$ cat src/rtl/axi_dac_jesd204_upack_if.sv
// rtl/axi_dac_jesd204_upack_if.sv - DMA beat stream into the JESD204 DAC unpacker
interface axi_dac_jesd204_upack_if #(
    parameter int NUM_CHANNELS    = 4,
    parameter int DATA_PATH_WIDTH = 4
);
    logic                                       s_axis_valid;
    logic                                       s_axis_ready;
    logic [NUM_CHANNELS*DATA_PATH_WIDTH*16-1:0] s_axis_data;

    modport master (
        output s_axis_valid,
        output s_axis_data,
        input  s_axis_ready
    );

    modport slave (
        input  s_axis_valid,
        input  s_axis_data,
        output s_axis_ready
    );
endinterface

$ cat src/rtl/axi_dac_jesd204_upack.sv
// rtl/axi_dac_jesd204_upack.sv - unpacks enabled-channel DMA beats into fixed per-channel DAC slots
module axi_dac_jesd204_upack #(
    parameter int NUM_CHANNELS    = 4,
    parameter int DATA_PATH_WIDTH = 4
) (
    input  logic                                       dac_clk,
    input  logic                                       dac_rst,
    input  logic [NUM_CHANNELS-1:0]                    dac_enable,
    input  logic [NUM_CHANNELS-1:0]                    dac_valid,
    output logic [NUM_CHANNELS*DATA_PATH_WIDTH*16-1:0] dac_ddata,
    output logic                                       dac_dunf,
    axi_dac_jesd204_upack_if.slave                     s_axis
);
    localparam int W   = NUM_CHANNELS * DATA_PATH_WIDTH;
    localparam int CDW = 16 * DATA_PATH_WIDTH;
    localparam int DW  = W * 16;
    localparam int CW  = $clog2(NUM_CHANNELS + 1);
    localparam int KW  = (NUM_CHANNELS > 1) ? $clog2(NUM_CHANNELS) : 1;
    localparam int IW  = (W > 1) ? $clog2(W) : 1;

    typedef enum logic {
        ST_EMPTY,
        ST_FULL
    } state_t;

    state_t          state_q, state_d;
    logic [KW-1:0]   k_q, k_d;
    logic [15:0]     beat_q [W];
    logic [NUM_CHANNELS-1:0] mask_q;
    logic [CW-1:0]   e_cnt, e_q;
    logic [KW-1:0]   s_last, s_last_q;
    logic            cfg_ok;
    logic            advance;
    logic            last_slice;
    logic            accept;
    logic [DW-1:0]   slice_data;
    int              rank;
    int              idx;

    // Only bit 0 of dac_valid paces the block; the rest are deliberately ignored.
    logic unused_valid_bits;
    assign unused_valid_bits = ^{1'b0, dac_valid};

    assign advance    = dac_valid[0];
    assign last_slice = (state_q == ST_FULL) && (k_q == s_last_q);

    // Ready looks only at state, enables and the advance strobe, never at s_axis_valid.
    assign s_axis.s_axis_ready = ~dac_rst & cfg_ok &
                                 ((state_q == ST_EMPTY) | (last_slice & advance));
    assign accept = s_axis.s_axis_valid & s_axis.s_axis_ready;

    // Count enabled channels, check for a power of two, derive the last slice index.
    always_comb begin
        e_cnt  = '0;
        s_last = '0;
        for (int c = 0; c < NUM_CHANNELS; c++) begin
            e_cnt = e_cnt + CW'(dac_enable[c]);
        end
        cfg_ok = (e_cnt != '0) && ((e_cnt & (e_cnt - CW'(1))) == '0);
        for (int i = 0; i <= $clog2(NUM_CHANNELS); i++) begin
            if (e_cnt == CW'(1 << i)) begin
                s_last = KW'((NUM_CHANNELS >> i) - 1);
            end
        end
    end

    // Beat buffer next state: load on accept, otherwise walk slices on advance.
    always_comb begin
        state_d = state_q;
        k_d     = k_q;
        if (accept) begin
            state_d = ST_FULL;
            k_d     = '0;
        end else if ((state_q == ST_FULL) && advance) begin
            if (last_slice) begin
                state_d = ST_EMPTY;
                k_d     = '0;
            end else begin
                k_d = k_q + KW'(1);
            end
        end
    end

    // Buffer state and slice counter.
    always_ff @(posedge dac_clk) begin
        if (dac_rst) begin
            state_q <= ST_EMPTY;
            k_q     <= '0;
        end else begin
            state_q <= state_d;
            k_q     <= k_d;
        end
    end

    // Latch the channel layout with each beat so enable changes never disturb a beat in flight.
    always_ff @(posedge dac_clk) begin
        if (dac_rst) begin
            mask_q   <= '0;
            e_q      <= '0;
            s_last_q <= '0;
        end else if (accept) begin
            mask_q   <= dac_enable;
            e_q      <= e_cnt;
            s_last_q <= s_last;
        end
    end

    // Beat payload; contents are don't-care while the buffer is empty.
    always_ff @(posedge dac_clk) begin
        if (accept) begin
            for (int w = 0; w < W; w++) begin
                beat_q[w] <= s_axis.s_axis_data[16*w +: 16];
            end
        end
    end

    // Gather the current slice: enabled channel of rank e takes word k*E*DPW + s*E + e.
    always_comb begin
        slice_data = '0;
        rank       = 0;
        idx        = 0;
        for (int c = 0; c < NUM_CHANNELS; c++) begin
            if (mask_q[c]) begin
                for (int s = 0; s < DATA_PATH_WIDTH; s++) begin
                    idx = int'(k_q) * int'(e_q) * DATA_PATH_WIDTH + s * int'(e_q) + rank;
                    slice_data[c*CDW + s*16 +: 16] = beat_q[IW'(idx)];
                end
                rank = rank + 1;
            end
        end
    end

    // Output register: moves only on advance; an empty buffer yields zeros and underrun.
    always_ff @(posedge dac_clk) begin
        if (dac_rst) begin
            dac_ddata <= '0;
            dac_dunf  <= 1'b0;
        end else if (advance) begin
            if (state_q == ST_FULL) begin
                dac_ddata <= slice_data;
                dac_dunf  <= 1'b0;
            end else begin
                dac_ddata <= '0;
                dac_dunf  <= 1'b1;
            end
        end
    end
endmodule
$ cat src/flat_wrapper.sv
// flat-port wrapper written by rule: the top's interface ports become plain ports
module axi_dac_jesd204_upack_flat 
#(
    parameter int NUM_CHANNELS    = 4,
    parameter int DATA_PATH_WIDTH = 4
)
  (dac_clk, dac_rst, dac_enable, dac_valid, dac_ddata, dac_dunf, s_axis_s_axis_valid, s_axis_s_axis_data, s_axis_s_axis_ready);
  axi_dac_jesd204_upack_if #(.NUM_CHANNELS(NUM_CHANNELS), .DATA_PATH_WIDTH(DATA_PATH_WIDTH)) s_axis_i ();
  input  logic dac_clk;
  input  logic dac_rst;
  input  logic [NUM_CHANNELS-1:0] dac_enable;
  input  logic [NUM_CHANNELS-1:0] dac_valid;
  output logic [NUM_CHANNELS*DATA_PATH_WIDTH*16-1:0] dac_ddata;
  output logic dac_dunf;
  input wire logic [$bits(s_axis_i.s_axis_valid)-1:0] s_axis_s_axis_valid;
  input wire logic [$bits(s_axis_i.s_axis_data)-1:0] s_axis_s_axis_data;
  output wire logic [$bits(s_axis_i.s_axis_ready)-1:0] s_axis_s_axis_ready;
  assign s_axis_i.s_axis_valid = s_axis_s_axis_valid;
  assign s_axis_i.s_axis_data = s_axis_s_axis_data;
  assign s_axis_s_axis_ready = s_axis_i.s_axis_ready;
  axi_dac_jesd204_upack #(.NUM_CHANNELS(NUM_CHANNELS), .DATA_PATH_WIDTH(DATA_PATH_WIDTH)) u_core (.dac_clk(dac_clk), .dac_rst(dac_rst), .dac_enable(dac_enable), .dac_valid(dac_valid), .dac_ddata(dac_ddata), .dac_dunf(dac_dunf), .s_axis(s_axis_i));
endmodule
$ cat config.mk
export PLATFORM = sky130hd
export DESIGN_NAME = axi_dac_jesd204_upack_flat
export DESIGN_NICKNAME = d
export VERILOG_FILES = /design/src/rtl/axi_dac_jesd204_upack_if.sv /design/src/rtl/axi_dac_jesd204_upack.sv /design/src/flat_wrapper.sv
export SDC_FILE = /design/constraint.sdc
export NUM_CORES = 2
export LEC_CHECK = 0
export ABC_AREA = 0
export CORE_MARGIN = 4
export CORE_UTILIZATION = 40
export CTS_BUF_LIST = sky130_fd_sc_hd__clkbuf_8 sky130_fd_sc_hd__clkbuf_16
export CTS_CLUSTER_SIZE = 28
export DETAILED_ROUTE_END_ITERATION = 7
export SETUP_SLACK_MARGIN = 0.02
export SLEW_MARGIN = 5
export SYNTH_ARGS = -nofsm -noshare
export SYNTH_HDL_FRONTEND = slang
export SYNTH_SLANG_ARGS = --single-unit
export TNS_END_PERCENT = 50
$ cat constraint.sdc
create_clock -name dac_clk -period 8.65 [get_ports dac_clk]
set_input_delay 0.865 -clock dac_clk [delete_from_list [all_inputs] [get_ports dac_clk]]
set_output_delay 0.865 -clock dac_clk [all_outputs]
set_load 0.005 [all_outputs]
; Word-level counts from Yosys, hierarchy flattened
; Memories as Yosys holds them, arrays and structs flattened.
; Index checks and enable logic that the tools add are counted.
[op_classes]
add_sub_neg = 22
mul = 2
eq_ne = 4
mux = 18
n_bitwise = 8
n_reduce_logical = 9
[op_table]
columns = operator, count
row1 = 2-to-1 mux 256 bit, 1
row2 = 2-to-1 mux 64 bit, 4
row3 = adder 4 bit, 11
row4 = adder 4 x 2 -> 4 bit, 4
row5 = 2-to-1 mux 2 bit, 5
row6 = 2-to-1 mux 1 bit, 7
row7 = adder 3 x 1 -> 3 bit, 2
row8 = AND 1 bit, 4
row9 = "multiplier 2 x 3 -> 4 bit, first input constant", 1
row10 = 2-to-1 mux 4 bit, 1
row11 = nonzero test 2 bit, 2
row12 = "adder 2 x 1 -> 3 bit, second input constant", 1
row13 = AND 3 bit, 1
row14 = "equality test 3 x 1 -> 1 bit, second input constant", 1
row15 = "equality test 3 x 2 -> 1 bit, second input constant", 1
row16 = "equality test 3 bit, second input constant", 1
row17 = logical AND 1 bit, 3
row18 = zero test 3 bit, 1
row19 = multiplier 2 x 3 -> 2 bit, 1
row20 = nonzero test 3 bit, 1
row21 = "subtractor 3 x 1 -> 3 bit, second input constant", 1
row22 = adder 1 x 1 -> 2 bit, 1
row23 = "adder 1 x 1 -> 2 bit, second input constant", 1
row24 = "adder 2 x 1 -> 2 bit, second input constant", 1
row25 = other kinds (5), 6
[word_totals]
reg_bits = 269
ramBits = 256
input_bits = 267
output_inout_bits = 258
wordCells = 71
mem_count = 1
[memory_table]
columns = memory, words, width, read_ports, rd_ports_with_merged_regs, wr, line
row1 = u_core.beat_q, 16, 16, 16, 0, 16, axi_dac_jesd204_upack.sv:28  ; logic [15:0] beat_q [W];

; Longest topological paths before layout
[logic_depth]
ltp_word = 12
mapped_depth = 19
depth_no_buf = 11

; Worst setup path before layout
; OpenSTA, ideal clock, no wires.
[synth_path]
kind = input-to-reg
startpoint = input dac_enable[0]
endpoint = register u_core.mask_q[0]
setup_time_ps = 128
t_arrival_ps = 6288
slack_ps = 2234
stages = 13
path_buffers = 2
path_cell_list = ha_1 inv_1 fa_1 inv_1 ha_1 xnor2_1 nand2b_1 a221oi_1 and2_1 clkbuf_1 buf_2 mux2i_1 nor2_1
[synth_via]
elab_chain_cells = 10
word_cells_on_any_way = 11
cone_classes = 4 x add/sub / 4 x bitwise / 3 x reduce/logical
[synth_lines]
columns = item, line
row1 = from (decl), flat_wrapper.sv:11  ; input logic [NUM_CHANNELS-1:0] dac_enable;
row2 = adder 1 x 1 -> 2 bit (*), axi_dac_jesd204_upack.sv:57  ; e_cnt = e_cnt + CW'(dac_enable[c]);
row3 = adder 3 x 1 -> 3 bit (*) (2 in a row), axi_dac_jesd204_upack.sv:57
row4 = net u_core.e_cnt[1], axi_dac_jesd204_upack.sv:30  ; logic [CW-1:0] e_cnt, e_q;
row5 = subtractor 3 x 1 -> 3 bit, axi_dac_jesd204_upack.sv:59  ; cfg_ok = (e_cnt != '0) && ((e_cnt & (e_cnt - CW'(1))) == '0);
row6 = AND 3 bit, axi_dac_jesd204_upack.sv:59
row7 = zero test 3 bit, axi_dac_jesd204_upack.sv:59
row8 = logical AND 1 bit (*), axi_dac_jesd204_upack.sv:59
row9 = AND 1 bit (*) (2 in a row), axi_dac_jesd204_upack.sv:48  ; assign s_axis.s_axis_ready = ~dac_rst & cfg_ok &
row10 = net s_axis_s_axis_ready, flat_wrapper.sv:17  ; output wire logic [$bits(s_axis_i.s_axis_ready)-1:0] s_axis_s_axis_ready;
row11 = AND 1 bit (*), axi_dac_jesd204_upack.sv:50  ; assign accept = s_axis.s_axis_valid & s_axis.s_axis_ready;
row12 = net u_core.accept, axi_dac_jesd204_upack.sv:35  ; logic accept;
row13 = to (signal assigned), axi_dac_jesd204_upack.sv:102  ; mask_q <= dac_enable;
row14 = to (decl), axi_dac_jesd204_upack.sv:29  ; logic [NUM_CHANNELS-1:0] mask_q;
; Mark *: on every way through the listed nets, which the timed path passes. The rest lies on a longest branch.
; A chain may end at the register's enable or synchronous reset.

; Worst setup path in the final report
[layout_path]
startpoint = register u_core.e_q[0]
endpoint = register u_core.dac_ddata[115]
[layout_via]
elab_chain_cells = 6
word_cells_on_any_way = 7
cone_classes = 2 x add/sub / 2 x mul / 2 x mux / 1 x memory
[layout_lines]
columns = item, line
row1 = from (decl), axi_dac_jesd204_upack.sv:30
row2 = from (signal assigned), axi_dac_jesd204_upack.sv:103  ; e_q <= e_cnt;
row3 = multiplier 2 x 3 -> 4 bit / multiplier 2 x 3 -> 2 bit (equally long branches), axi_dac_jesd204_upack.sv:125  ; idx = int'(k_q) * int'(e_q) * DATA_PATH_WIDTH + s * int'(e_q) + rank;
row4 = adder 4 bit (*), axi_dac_jesd204_upack.sv:125
row5 = adder 4 x 2 -> 4 bit (*), axi_dac_jesd204_upack.sv:125
row6 = memory (16 x 16 bit) (*), n/a
row7 = 2-to-1 mux 64 bit (*), axi_dac_jesd204_upack.sv:123  ; if (mask_q[c]) begin
row8 = 2-to-1 mux 256 bit (*), axi_dac_jesd204_upack.sv:139  ; if (state_q == ST_FULL) begin
row9 = to (signal assigned), axi_dac_jesd204_upack.sv:140  ; dac_ddata <= slice_data;
row10 = to (decl), axi_dac_jesd204_upack.sv:10  ; output logic [NUM_CHANNELS*DATA_PATH_WIDTH*16-1:0] dac_ddata,
; Mark *: on every way between the ends. The rest lies on a longest branch, timed or not.

==> results.txt <==
Post-DRT Antenna Nets: 0
CTS Buf Count: 66
Clk_lat worst skew: 0.68 ns
First-pass GRT wire length: 267 mm
Post-CTS setup buffer count: 0
Outcome: complete, no violations
Crit end category: flip-flop
Syn_area_per_cell: 12.0 sq um
Resized cells post-CTS: 0
Most common cell after layout, fill and taps aside: mux2i_1
Pwr dens: 182 mW/mm^2
Post-Route WL: 192 mm
Unrepaired setup endpoints after global routing: no
Cell family with most CP delay: buffers and inverters
Period minus WS final: 5.51 ns
Critical-path top delay cell: dfxtp_4
Mux contribution to synthesized area: 45.6%
Area grow syn2layout: 18.8%
Synth top area share: 30.8%
Synth unique cells: 49
Largest net degree at the start of global routing: 177
Fmax: 0.181 GHz
Most frequent cells in the layout: mux2i_1 (585), mux4_2 (578), clkdlybuf4s50_1 (520)
Final hold vios: 0
Critical Path AT: 6.09 ns
DRC Markers: 0
Crit path buf inv count: 3
Antenna violations before repair: 8
VDD IR max: 163 uV
Pre-CTS setup slack: 3.11 ns
Leakage dissipation: 16.0 nW
Switching pwr: 3.18 mW
Post-Syn Nets: 3827
Comb pwr share: 34.2%
Slew @ Worst Pin: 1.26 ns
Startpoint types: flip-flop
GRT overflow: 0
IO Pins: 525
Cell taking the most area after synthesis: mux4_2
Share of cells above drive strength 1: 22.6%
1st-iter DRT viols: 5535
DR pass1 iterations: 6
Clk buf depth: 3
Max Fanout on Critical Path: 50
Hold_buf cts: 0
CP max stage delay: 0.81 ns
Die Span Y: 333 um
Flops & latches, synth: 525
Syn Inst Count: 3530
Vias: 36.4k
Port Buffer Count: 521
Core area: 0.104 sq mm
XOR/XNOR Fraction of Synth Area: 1.27%
Clock share of power: 30.8%
Fill cells: 9240
Cell Area, Synth: 0.0422 sq mm
Vias in the first global route: 34.4k
Sequential power share: 34.9%
Hold crit path type: reg2reg
Die Wd: 333 um
Internal cell power: 5.96 mW
Wire length per cell: 37.5 um
Final setup viols: 0
Reg clk slew, reported paths: 0.06 ns
TritonCTS clock tree: done
Slew Limit Fails: 0
Clk_skew: 0.0356 ns
Cell Area, Placed: 0.0480 sq mm
Cell area after layout: 0.0502 sq mm
Ys Warns: 0
Register area share after synthesis: 31.0%
GR Util All Layers: 33.4%
R2R setup slack: 3.14 ns
Period Utilization, post-route: 63.7%
Crit Path Class: reg2reg
Via-per-instance ratio: 7.11
Dpl hpwl: 131 mm
Fin nets: 3983
Clock root buffer: clkbuf_16
Max-Cap Viols: 0
Max-Slew Margin vs Limit: 15.9%
Compound-Gate Fraction of Synth Area: 10.1%
Synth Area in Simple Gates: 5.88%
RePlAce Congestion: 0.950
Clock Sinks: 525
DIE AREA: 0.111 sq mm
Synth top area cells: mux4_2 (31%), edfxtp_1 (18%), mux2i_1 (14%), dfxtp_1 (13%), nand2_1 (4.3%)
Post-Synth Adder-Cell Area: 1.01%
Core Util, Final: 48.2%
H-tree depth: 3
Setup tns final: 0 ns
Worst EP required: 9.23 ns
Switching part of the total: 34.8%
Placement row count: 118
Starting density of the core: 40.6%
Crit-path cells: nand2_1, fa_1, inv_1, ha_4, buf_4, xor2_4, buf_4, mux4_2, nand2_1, a32o_1
Main combinational cell family by area after synthesis: multiplexers
Final worst slack: 3.14 ns
## worst paths after layout
| kind | cells past startpoint | startpoint | end |
|---|---|---|---|
| setup reg to reg | 10 | u_core.e_q[0] | u_core.dac_ddata[115] |
| hold / removal | 2 | u_core.dac_ddata[53] | u_core.dac_ddata[53] |
| setup / recovery | 10 | u_core.e_q[0] | u_core.dac_ddata[115] |
| hold reg to reg | 2 | u_core.dac_ddata[53] | u_core.dac_ddata[53] |
## synth_stat cells (all sizes together)
master,instances
and3,1
xor2,15
a221o,16
fa,7
and2,3
dfxtp,269
nor3b,1
nand3,4
o31a,1
a221oi,1
inv,21
mux2i,586
buf,172
nand3b,1
a32o,96
ha,23
xnor2,18
a22o,96
or2,1
a22oi,92
mux2,33
edfxtp,256
o21a,2
a21oi,178
mux4,578
nand2,490
clkbuf,326
nor3,5
xnor3,2
nand2b,2
nor4,16
o21ai,82
a21o,4
a211oi,16
nor2b,19
o211ai,16
nor2,81
## area by class of cell
class	instances	area [sq um]	area share, %
multi-input combinational	2486	27400	54.6
sequential	525	13100	26.1
timing repair buffer	586	5740	11.4
clock buffer	71	1730	3.45
tap	1380	1730	3.44
clock inverter	50	423	0.843
inverter	21	78.8	0.157
antenna	3	7.51	0.0150
## layer usage
layer / global-route usage (%) / part of all wire (%) / up-vias
met3: 17.3 / 18 / 568
met5: 0.638 / 0.071 / -
met2: 43.4 / 39 / 3327
met4: 13.5 / 4.8 / 8
li1: - / - / 14300
met1: 46.4 / 38 / 18200
## state kept, by name (all words and copies together), names as in the netlist
register / cells
u_core.beat_q: 256
u_core.dac_ddata: 256
u_core.dac_dunf: 1
u_core.e_q: 3
u_core.k_q: 2
u_core.mask_q: 4
u_core.s_last_q: 2
u_core.state_q: 1
## power by group through the flow
stage / sequential (mW) / combinational [mW] / clock [mW]
after global placement: 3.18 / 3.04 / 0
after detailed placement: 3.18 / 3.08 / 0
after global routing: 3.16 / 3.31 / 2.96
after floorplan: 2.85 / 2.53 / 0
final: 3.19 / 3.13 / 2.82
after CTS: 3.13 / 3.09 / 2.86
## kinds of logic (layout without fill, tap and decap cells)
group	after synthesis	count (layout)
compound gates	600	600
xor+xnor	35	35
fa+ha+maj	30	30
buf+inv	519	728
flops	525	525
mux	1197	1197
other cells	0	3
simple gates	624	624
## worst register-to-register path: stages (launching register included)
cell and delay (ns):
dfxtp_4 0.81, nand2_1 0.51, fa_1 0.63, inv_1 0.06
ha_4 0.49, buf_4 0.73, xor2_4 0.81, buf_4 0.52
mux4_2 0.61, nand2_1 0.09, a32o_1 0.17
## per-stage QoR
step           cells  power, mW  hold WS, ns
3_5_place_dp    4998       6.26        0.456
4_1_cts         5119       9.08        0.464
3_3_place_gp    4998       6.22        0.450
2_1_floorplan   3530       5.38        0.452
6_report        5122       9.13        0.460
5_1_grt         5120       9.43        0.484
Note: power is estimated with default switching activity, not from simulation.
